--- config.mk ---
export PLATFORM = sky130hd
export DESIGN_NAME = tick_counter_chaser_flat
export DESIGN_NICKNAME = d
export VERILOG_FILES = /design/src/rtl/tick_counter_chaser_if.sv /design/src/rtl/tick_counter_chaser.sv /design/src/flat_wrapper.sv
export SDC_FILE = /design/constraint.sdc
export NUM_CORES = 1
export LEC_CHECK = 0
export CORE_AREA = 2 2 89 91
export CTS_CLUSTER_DIAMETER = 80
export CTS_CLUSTER_SIZE = 12
export DETAILED_ROUTE_END_ITERATION = 12
export DIE_AREA = 0 0 91 93
export PLACE_DENSITY = 0.95
export SETUP_SLACK_MARGIN = 0.02
export SLEW_MARGIN = 20
export SYNTH_ARGS = -nofsm -noshare
export SYNTH_HDL_FRONTEND = slang
export SYNTH_SLANG_ARGS = --single-unit
--- constraint.sdc ---
create_clock -name iCLK -period 5.5 [get_ports iCLK]
set_input_delay 1.65 -clock iCLK [delete_from_list [all_inputs] [get_ports iCLK]]
set_output_delay 1.65 -clock iCLK [all_outputs]
set_load 0.02 [all_outputs]
--- src/rtl/tick_counter_chaser_if.sv ---
// Control/status bundle for tick_counter_chaser.
//   master : drives iEN/iCLR/iLOAD/iLOAD_VAL/iDIR/iMODE, observes outputs
//   slave  : the block itself; receives controls, drives oTICK/oWRAP/oCOUNT/oLED/oSEG
interface tick_counter_chaser_if #(
  parameter int CNT_WIDTH = 16,
  parameter int LED_WIDTH = 8,
  parameter int DIGITS    = 4
);
  logic                   iEN;
  logic                   iCLR;
  logic                   iLOAD;
  logic [CNT_WIDTH-1:0]   iLOAD_VAL;
  logic                   iDIR;
  logic [1:0]             iMODE;
  logic                   oTICK;
  logic                   oWRAP;
  logic [CNT_WIDTH-1:0]   oCOUNT;
  logic [LED_WIDTH-1:0]   oLED;
  logic [7*DIGITS-1:0]    oSEG;

  modport master (
    output iEN, iCLR, iLOAD, iLOAD_VAL, iDIR, iMODE,
    input  oTICK, oWRAP, oCOUNT, oLED, oSEG
  );

  modport slave (
    input  iEN, iCLR, iLOAD, iLOAD_VAL, iDIR, iMODE,
    output oTICK, oWRAP, oCOUNT, oLED, oSEG
  );
endinterface

--- src/rtl/tick_counter_chaser.sv ---
// Tick divider + modulo up/down counter + one-hot LED chaser + hex 7-seg.
//   iCLK, iRST_N : clock, async active-low reset
//   bus (slave)  : iEN divider enable, iCLR sync clear, iLOAD/iLOAD_VAL
//                  counter load (saturated to CNT_MAX), iDIR 0 up / 1 down,
//                  iMODE chaser mode; oTICK/oWRAP one-cycle pulses,
//                  oCOUNT, oLED (one-hot), oSEG (active-low, 7 bits/digit).
// All of oTICK/oWRAP/oCOUNT/oLED come straight from flops.
module tick_counter_chaser #(
  parameter int CLK_DIV   = 50000000,
  parameter int CNT_WIDTH = 16,
  parameter int CNT_MAX   = 15,
  parameter int LED_WIDTH = 8,
  parameter int DIGITS    = 4
) (
  input  logic                  iCLK,
  input  logic                  iRST_N,
  tick_counter_chaser_if.slave  bus
);
  localparam int DIV_W   = (CLK_DIV > 1) ? $clog2(CLK_DIV) : 1;
  localparam int SEG_BITS = 4 * DIGITS;
  localparam logic [CNT_WIDTH-1:0] CNT_MAX_C = CNT_WIDTH'(CNT_MAX);
  localparam logic [DIV_W-1:0]     DIV_LAST  = DIV_W'(CLK_DIV - 1);
  localparam logic [LED_WIDTH-1:0] LED_INIT  = LED_WIDTH'(1);

  logic [DIV_W-1:0]     div_q,  div_d;
  logic [CNT_WIDTH-1:0] cnt_q,  cnt_d;
  logic [LED_WIDTH-1:0] led_q,  led_d;
  logic                 pp_right_q, pp_right_d;   // ping-pong heading right
  logic                 tick_q, tick_d;
  logic                 wrap_q, wrap_d;
  logic                 tick_now;

  assign tick_now = bus.iEN && (div_q == DIV_LAST);

  always_comb begin
    div_d      = div_q;
    cnt_d      = cnt_q;
    led_d      = led_q;
    pp_right_d = pp_right_q;
    tick_d     = 1'b0;
    wrap_d     = 1'b0;
    if (bus.iCLR) begin
      div_d      = '0;
      cnt_d      = '0;
      led_d      = LED_INIT;
      pp_right_d = 1'b0;
    end else begin
      if (bus.iEN) div_d = tick_now ? '0 : div_q + 1'b1;
      tick_d = tick_now;
      // Load beats the tick for the counter only; divider and chaser still run.
      if (bus.iLOAD) begin
        cnt_d = (bus.iLOAD_VAL > CNT_MAX_C) ? CNT_MAX_C : bus.iLOAD_VAL;
      end else if (tick_now) begin
        if (!bus.iDIR) begin
          wrap_d = (cnt_q == CNT_MAX_C);
          cnt_d  = wrap_d ? '0 : cnt_q + 1'b1;
        end else begin
          wrap_d = (cnt_q == '0);
          cnt_d  = wrap_d ? CNT_MAX_C : cnt_q - 1'b1;
        end
      end
      if (tick_now) begin
        unique case (bus.iMODE)
          2'd0: led_d = {led_q[LED_WIDTH-2:0], led_q[LED_WIDTH-1]};
          2'd1: led_d = {led_q[0], led_q[LED_WIDTH-1:1]};
          2'd2: begin
            // Bounce off an endpoint in the same step so it is lit only once.
            if (!pp_right_q) begin
              if (led_q[LED_WIDTH-1]) begin
                led_d = led_q >> 1;  pp_right_d = 1'b1;
              end else led_d = led_q << 1;
            end else begin
              if (led_q[0]) begin
                led_d = led_q << 1;  pp_right_d = 1'b0;
              end else led_d = led_q >> 1;
            end
          end
          default: led_d = led_q;
        endcase
      end
    end
  end

  always_ff @(posedge iCLK or negedge iRST_N) begin
    if (!iRST_N) begin
      div_q      <= '0;
      cnt_q      <= '0;
      led_q      <= LED_INIT;
      pp_right_q <= 1'b0;
      tick_q     <= 1'b0;
      wrap_q     <= 1'b0;
    end else begin
      div_q      <= div_d;
      cnt_q      <= cnt_d;
      led_q      <= led_d;
      pp_right_q <= pp_right_d;
      tick_q     <= tick_d;
      wrap_q     <= wrap_d;
    end
  end

  function automatic logic [6:0] hex7(input logic [3:0] n);
    case (n)
      4'h0: hex7 = 7'b1000000;  4'h1: hex7 = 7'b1111001;
      4'h2: hex7 = 7'b0100100;  4'h3: hex7 = 7'b0110000;
      4'h4: hex7 = 7'b0011001;  4'h5: hex7 = 7'b0010010;
      4'h6: hex7 = 7'b0000010;  4'h7: hex7 = 7'b1111000;
      4'h8: hex7 = 7'b0000000;  4'h9: hex7 = 7'b0010000;
      4'hA: hex7 = 7'b0001000;  4'hB: hex7 = 7'b0000011;
      4'hC: hex7 = 7'b1000110;  4'hD: hex7 = 7'b0100001;
      4'hE: hex7 = 7'b0000110;  default: hex7 = 7'b0001110;
    endcase
  endfunction

  // Size cast zero-extends or drops the upper count bits as needed.
  logic [SEG_BITS-1:0] cnt_ext;
  logic [7*DIGITS-1:0] seg;
  assign cnt_ext = SEG_BITS'(cnt_q);

  always_comb begin
    seg = '0;
    for (int i = 0; i < DIGITS; i++) seg[7*i +: 7] = hex7(cnt_ext[4*i +: 4]);
  end

  assign bus.oTICK  = tick_q;
  assign bus.oWRAP  = wrap_q;
  assign bus.oCOUNT = cnt_q;
  assign bus.oLED   = led_q;
  assign bus.oSEG   = seg;
endmodule

--- src/flat_wrapper.sv ---
// flat-port wrapper written by rule: the top's interface ports become plain ports
module tick_counter_chaser_flat 
#(
  parameter int CLK_DIV   = 50000000,
  parameter int CNT_WIDTH = 16,
  parameter int CNT_MAX   = 15,
  parameter int LED_WIDTH = 8,
  parameter int DIGITS    = 4
)
  (iCLK, iRST_N, bus_iEN, bus_iCLR, bus_iLOAD, bus_iLOAD_VAL, bus_iDIR, bus_iMODE, bus_oTICK, bus_oWRAP, bus_oCOUNT, bus_oLED, bus_oSEG);
  tick_counter_chaser_if #(.CNT_WIDTH(CNT_WIDTH), .LED_WIDTH(LED_WIDTH), .DIGITS(DIGITS)) bus_i ();
  input  logic iCLK;
  input  logic iRST_N;
  input wire logic [$bits(bus_i.iEN)-1:0] bus_iEN;
  input wire logic [$bits(bus_i.iCLR)-1:0] bus_iCLR;
  input wire logic [$bits(bus_i.iLOAD)-1:0] bus_iLOAD;
  input wire logic [$bits(bus_i.iLOAD_VAL)-1:0] bus_iLOAD_VAL;
  input wire logic [$bits(bus_i.iDIR)-1:0] bus_iDIR;
  input wire logic [$bits(bus_i.iMODE)-1:0] bus_iMODE;
  output wire logic [$bits(bus_i.oTICK)-1:0] bus_oTICK;
  output wire logic [$bits(bus_i.oWRAP)-1:0] bus_oWRAP;
  output wire logic [$bits(bus_i.oCOUNT)-1:0] bus_oCOUNT;
  output wire logic [$bits(bus_i.oLED)-1:0] bus_oLED;
  output wire logic [$bits(bus_i.oSEG)-1:0] bus_oSEG;
  assign bus_i.iEN = bus_iEN;
  assign bus_i.iCLR = bus_iCLR;
  assign bus_i.iLOAD = bus_iLOAD;
  assign bus_i.iLOAD_VAL = bus_iLOAD_VAL;
  assign bus_i.iDIR = bus_iDIR;
  assign bus_i.iMODE = bus_iMODE;
  assign bus_oTICK = bus_i.oTICK;
  assign bus_oWRAP = bus_i.oWRAP;
  assign bus_oCOUNT = bus_i.oCOUNT;
  assign bus_oLED = bus_i.oLED;
  assign bus_oSEG = bus_i.oSEG;
  tick_counter_chaser #(.CLK_DIV(CLK_DIV), .CNT_WIDTH(CNT_WIDTH), .CNT_MAX(CNT_MAX), .LED_WIDTH(LED_WIDTH), .DIGITS(DIGITS)) u_core (.iCLK(iCLK), .iRST_N(iRST_N), .bus(bus_i));
endmodule
After elaboration in Yosys (flattened, before gate mapping). Memories as Yosys holds them, arrays and structs flattened. Index checks and enable logic that the tools add are counted.

Memories kept: 4. Input port bits: 24. Flip-flop bits (word level): 53. Bits in read-only memories: 448.

Memory list: (no name shown) (words 16, width 7, read ports 1, clocked after memory_dff 0, wr ports 0, line tick_counter_chaser.sv:103) `case (n)`; (no name shown) (words 16, width 7, read ports 1, clocked after memory_dff 0, wr ports 0, line tick_counter_chaser.sv:103); (no name shown) (words 16, width 7, read ports 1, clocked after memory_dff 0, wr ports 0, line tick_counter_chaser.sv:103); (no name shown) (words 16, width 7, read ports 1, clocked after memory_dff 0, wr ports 0, line tick_counter_chaser.sv:103).

Equal/unequal tests: 4. $add $sub $neg: 3. Multiplexer cells: 27. Reduce and logical (&&, ||, !) cells: 10. Order comparisons: 1.

Operators by type and width (number): two-way mux 16 bit (7); two-way mux 26 bit (3); two-way mux 8 bit (5); adder 26 x 1 -> 26 bit, second input constant (1); equality test 26 bit, second input constant (1); case mux 8 bit (3 select lines) (1); adder 16 x 1 -> 16 bit, second input constant (1); equality test 16 x 4 -> 1 bit, second input constant (1); > comparator 16 x 4 -> 1 bit, second input constant (1); logical NOT 16 bit (1); subtractor 16 x 1 -> 16 bit, second input constant (1); two-way mux 1 bit (11); nonzero test 2 bit (3); AND reduction 2 bit (2); nonzero test 4 bit (1); nonzero test 3 bit (1); equality test 2 x 1 -> 1 bit, second input constant (1); equality test 2 bit, second input constant (1); logical NOT 2 bit (1); logical AND 1 bit (1).

Logic depth before layout (Yosys ltp).
Word-level depth: 6. Gate-level depth with buffers: 8.

Least setup slack after synthesis. OpenSTA, ideal clock, no wires.

Kind: register to output. From: register u_core.cnt_q[0] (netlist: u_core.bus.oCOUNT[0]). To: output bus_oSEG[3]. Cell stages (with the launch flop): 7. Path slack: 1.983 ns. Data required time: 3.850 ns. Data arrival time: 1.867 ns. Path through: dfrtp_1 clkbuf_1 inv_1 ha_1 nand2_1 o21ai_0 o21ai_0.

Word-level cells in the longest chain between the ends: 1.

RTL lines: start, declared (line tick_counter_chaser.sv:26) `logic [CNT_WIDTH-1:0] cnt_q, cnt_d;`; start signal, assigned (line tick_counter_chaser.sv:94) `cnt_q <= cnt_d;`; memory read (16 x 7 bit); end, declared (line flat_wrapper.sv:24) `output wire logic [$bits(bus_i.oSEG)-1:0] bus_oSEG;`.

Every way passes these cells.

Worst setup path in the final report.
From: register u_core.cnt_q[4] (netlist: u_core.bus.oCOUNT[4]). To: output bus_oSEG[10].

Same word-level chain as after synthesis.

==> results.sh <==
export IMPL_status="complete, no violations"
export IMPL_p_sw_mw=0.314
export IMPL_clk_root_buffer_cell="clkbuf_8"
export IMPL_whs_ns=0.550
export IMPL_fp_coreArea_mm2=0.00753
export IMPL_vdd_ir_drop_max_uv=153
export IMPL_grt_overflow=0
export IMPL_drc=0
export IMPL_portBuffers=77
export IMPL_worstPathArrival_ns=2.57
export IMPL_seq_area_frac_synth_pct=31.5
export IMPL_netlist_area_mm2=0.00421
export IMPL_wl_per_cell_um=16.7
export IMPL_seqPwrFrac_pct=45.9
export IMPL_synth_cell_type_count=63
export IMPL_rows=32
export IMPL_drv_slew=0
export IMPL_min_path_type="flip-flop to flip-flop"
export IMPL_syn_to_final_growth_pct=21.6
export IMPL_drive_gt1_share_pct=4.95
export IMPL_p_comb_share_pct=29.9
export IMPL_synth_seq_cells=53
export IMPL_whs_path_depth=1
export IMPL_hold_start="u_core.bus.oLED[4]"
export IMPL_min_to="u_core.bus.oLED[4]"
export IMPL_reg2reg_slack_ns=2.55
export IMPL_pre_cts_slack_ns=1.41
export IMPL_drt_pass1_iterations=6
export IMPL_vias=4213
export IMPL_drtIter0Drc=345
export IMPL_tightestPinTransition_ns=1.05
export IMPL_gp_congestion=1.00
export IMPL_syn_num_nets=553
export IMPL_synth_edf_count=0
export IMPL_syn_instance_count=503
export IMPL_fmax_ghz=0.237
export IMPL_diodes=0
export IMPL_cts_tree="done"
export IMPL_cts_setup_buffers=0
export IMPL_place_hpwl_um=8320
export IMPL_dieArea_mm2=0.00846
export IMPL_setup_viol=0
export IMPL_powerDensity_mw_per_mm2=181
export IMPL_crit_path_max_fanout=10
export IMPL_ys_flop_type="dfrtp_1"
export IMPL_rr_startpoint="u_core.bus.oCOUNT[4]"
export IMPL_io_pins=78
export IMPL_num_fill_cells=595
export IMPL_antenna_found_initial=0
export IMPL_insertion_delay_ns=0.31
export IMPL_fin_crit_ns=4.22
export IMPL_start_kind="flip-flop"
export IMPL_fin_nets=615
export IMPL_fin_ws_ns=1.28
export IMPL_p_int_mw=0.611
export IMPL_grt_pass1_wl_um=18900
export IMPL_finish_utilization_pct=68.0
export IMPL_grt_setup_unrepaired="no"
export IMPL_pwr_share_clk_pct=24.2
export IMPL_slew_headroom_pct=29.4
export IMPL_cts_repair_resized=0
export IMPL_cts_inserted_buffers=5
export IMPL_grt_max_degree=54
export IMPL_period_share_pct=76.8
export IMPL_skew_ns=0.0110
export IMPL_die_w_um=91
export IMPL_switching_share_pct=34.0
export IMPL_h_tree_depth=2
export IMPL_max_cap_viol_count=0
export IMPL_grt_usage_pct=26.4
export IMPL_hold_viol=0
export IMPL_finalPower_mw=0.925
export IMPL_vias_per_cell=6.31
export IMPL_r2r_cells=7
export IMPL_start_util_pct=55.9
export IMPL_wl_um=11200
export IMPL_rr_endpoint="u_core.bus.oCOUNT[5]"
export IMPL_clk_pin_slew_ns=0.10
export IMPL_cts_sinks=53
export IMPL_synthArstFlopShare_pct=100
export IMPL_crit_path_end_kind="output port"
export IMPL_clockBufferDepth=2
export IMPL_syn_avg_cell_area_um2=8.37
export IMPL_grt_pass1_vias=4154
export IMPL_crit_type="flip-flop to output port"
export IMPL_drtAntennaViolNets=0
export IMPL_die_height_um=93
export IMPL_yosys_warnings=0
export IMPL_leakagePower_nw=1.99
export IMPL_setup_tns_ns=0
export IMPL_holdBufCountCts=0
export IMPL_worstPathRequired_ns=3.85
==> metal layers <==
layer	up-vias	wire (um)	GRT usage, %
met5	-	0	0
met3	34	717	2.50
li1	1997	-	-
met4	0	223	8.71
met2	213	5660	48.1
met1	1969	4560	32.9
==> placed cells by master (no fill, tap or decap), types with 6 or more instances in the layout <==
master,instances
clkdlybuf4s50_1,76
nor2_1,54
dfrtp_1,52
a21oi_1,36
o21ai_0,26
nand2_1,26
ha_1,26
inv_1,24
nand3_1,20
nor3_1,13
xor2_1,13
mux2i_1,13
nor4_1,12
nand4_1,12
or4_1,11
xnor2_1,10
o2bb2ai_1,10
and3_1,8
or3_1,7
or2_2,7
nand2b_1,7
o31ai_1,6
o211ai_1,6
==> how the worst max path moves through the flow <==
stage | from | endpoint | slack, ns | depth (start not counted)
floorplan | u_core.bus.oCOUNT[0] | bus_oSEG[3] | 1.98 | 6
global placement | bus_iDIR | u_core.bus.oCOUNT[10] | 1.48 | 6
detailed placement | bus_iDIR | u_core.bus.oCOUNT[10] | 1.41 | 6
CTS | u_core.bus.oCOUNT[4] | bus_oSEG[10] | 1.32 | 5
global route | u_core.bus.oCOUNT[4] | bus_oSEG[10] | 1.20 | 5
finish | u_core.bus.oCOUNT[4] | bus_oSEG[10] | 1.28 | 5
==> flip-flops by register name, indices dropped and copies added (netlist names) <==
signal,count
u_core.div_q,26
u_core.pp_right_q,1
u_core.bus.oTICK,1
u_core.bus.oLED,8
u_core.bus.oWRAP,1
u_core.bus.oCOUNT,16
==> stage by stage <==
stage / cells / instance area (um^2)
2_1_floorplan: 503 / 4210
3_3_place_gp: 660 / 5030
3_5_place_dp: 660 / 5030
4_1_cts: 668 / 5120
5_1_grt: 668 / 5120
6_report: 668 / 5120
==> cells by family (layout without fill, tap and decap cells) <==
logic type	after synthesis	count (layout)	share of synthesized area [%]
AOI/OAI and AO/OA	134	134	21.0
xor gates and xnor gates	23	23	4.79
adders and majority gates	26	26	7.73
buffers and inverters	51	114	4.61
DFF	53	53	31.5
muxes	16	16	4.43
and+or+nand+nor	200	200	25.9
==> power groups by stage <==
stage	registers [mW]	clock network, mW	logic, mW
final	0.425	0.224	0.276
after global routing	0.428	0.242	0.297
after floorplan	0.423	0	0.166
after global placement	0.431	0	0.264
after CTS	0.424	0.226	0.275
after detailed placement	0.432	0	0.274
==> cells in the mapped netlist (5+ instances only) <==
| master | instances | area [um^2] |
|---|---|---|
| inv_1 | 24 | 90.1 |
| nor2_1 | 54 | 203 |
| nor3_1 | 13 | 65.1 |
| clkbuf_1 | 20 | 75.1 |
| dfrtp_1 | 52 | 1300 |
| a32oi_1 | 5 | 43.8 |
| nand4_1 | 12 | 75.1 |
| xor2_1 | 13 | 114 |
| or4_1 | 11 | 82.6 |
| nand2_1 | 26 | 97.6 |
| or3_1 | 7 | 43.8 |
| xnor2_1 | 10 | 87.6 |
| a22oi_1 | 5 | 37.5 |
| a21oi_1 | 36 | 180 |
| nand3_1 | 20 | 100 |
| ha_1 | 26 | 325 |
| o211ai_1 | 6 | 45.0 |
| o21ai_0 | 26 | 130 |
| or2_2 | 7 | 43.8 |
| nand2b_1 | 7 | 43.8 |
| o31ai_1 | 6 | 45.0 |
| nor4_1 | 12 | 75.1 |
| and3_1 | 8 | 50.1 |
| o21a_1 | 5 | 37.5 |
| o2bb2ai_1 | 10 | 87.6 |
| mux2i_1 | 13 | 130 |
==> area by class of cell <==
class                   count  area, um^2  share of cell area [%]
clock buffers               5        68.8                    1.34
clock inverters             3        21.3                   0.416
repair buffers             80         788                    15.4
well taps                 102         128                    2.49
inverters                  26        97.6                    1.91
flip-flops and latches     53        1330                    25.9
multi-input cells         399        2690                    52.5
==> critical path: stages (launching register included) <==
cell	delay [ns]
dfrtp_1	0.59
inv_1	0.28
ha_1	0.37
inv_1	0.04
mux4_2	0.43
clkdlybuf4s50_1	0.55
Note: power is estimated with default switching activity, not from simulation.
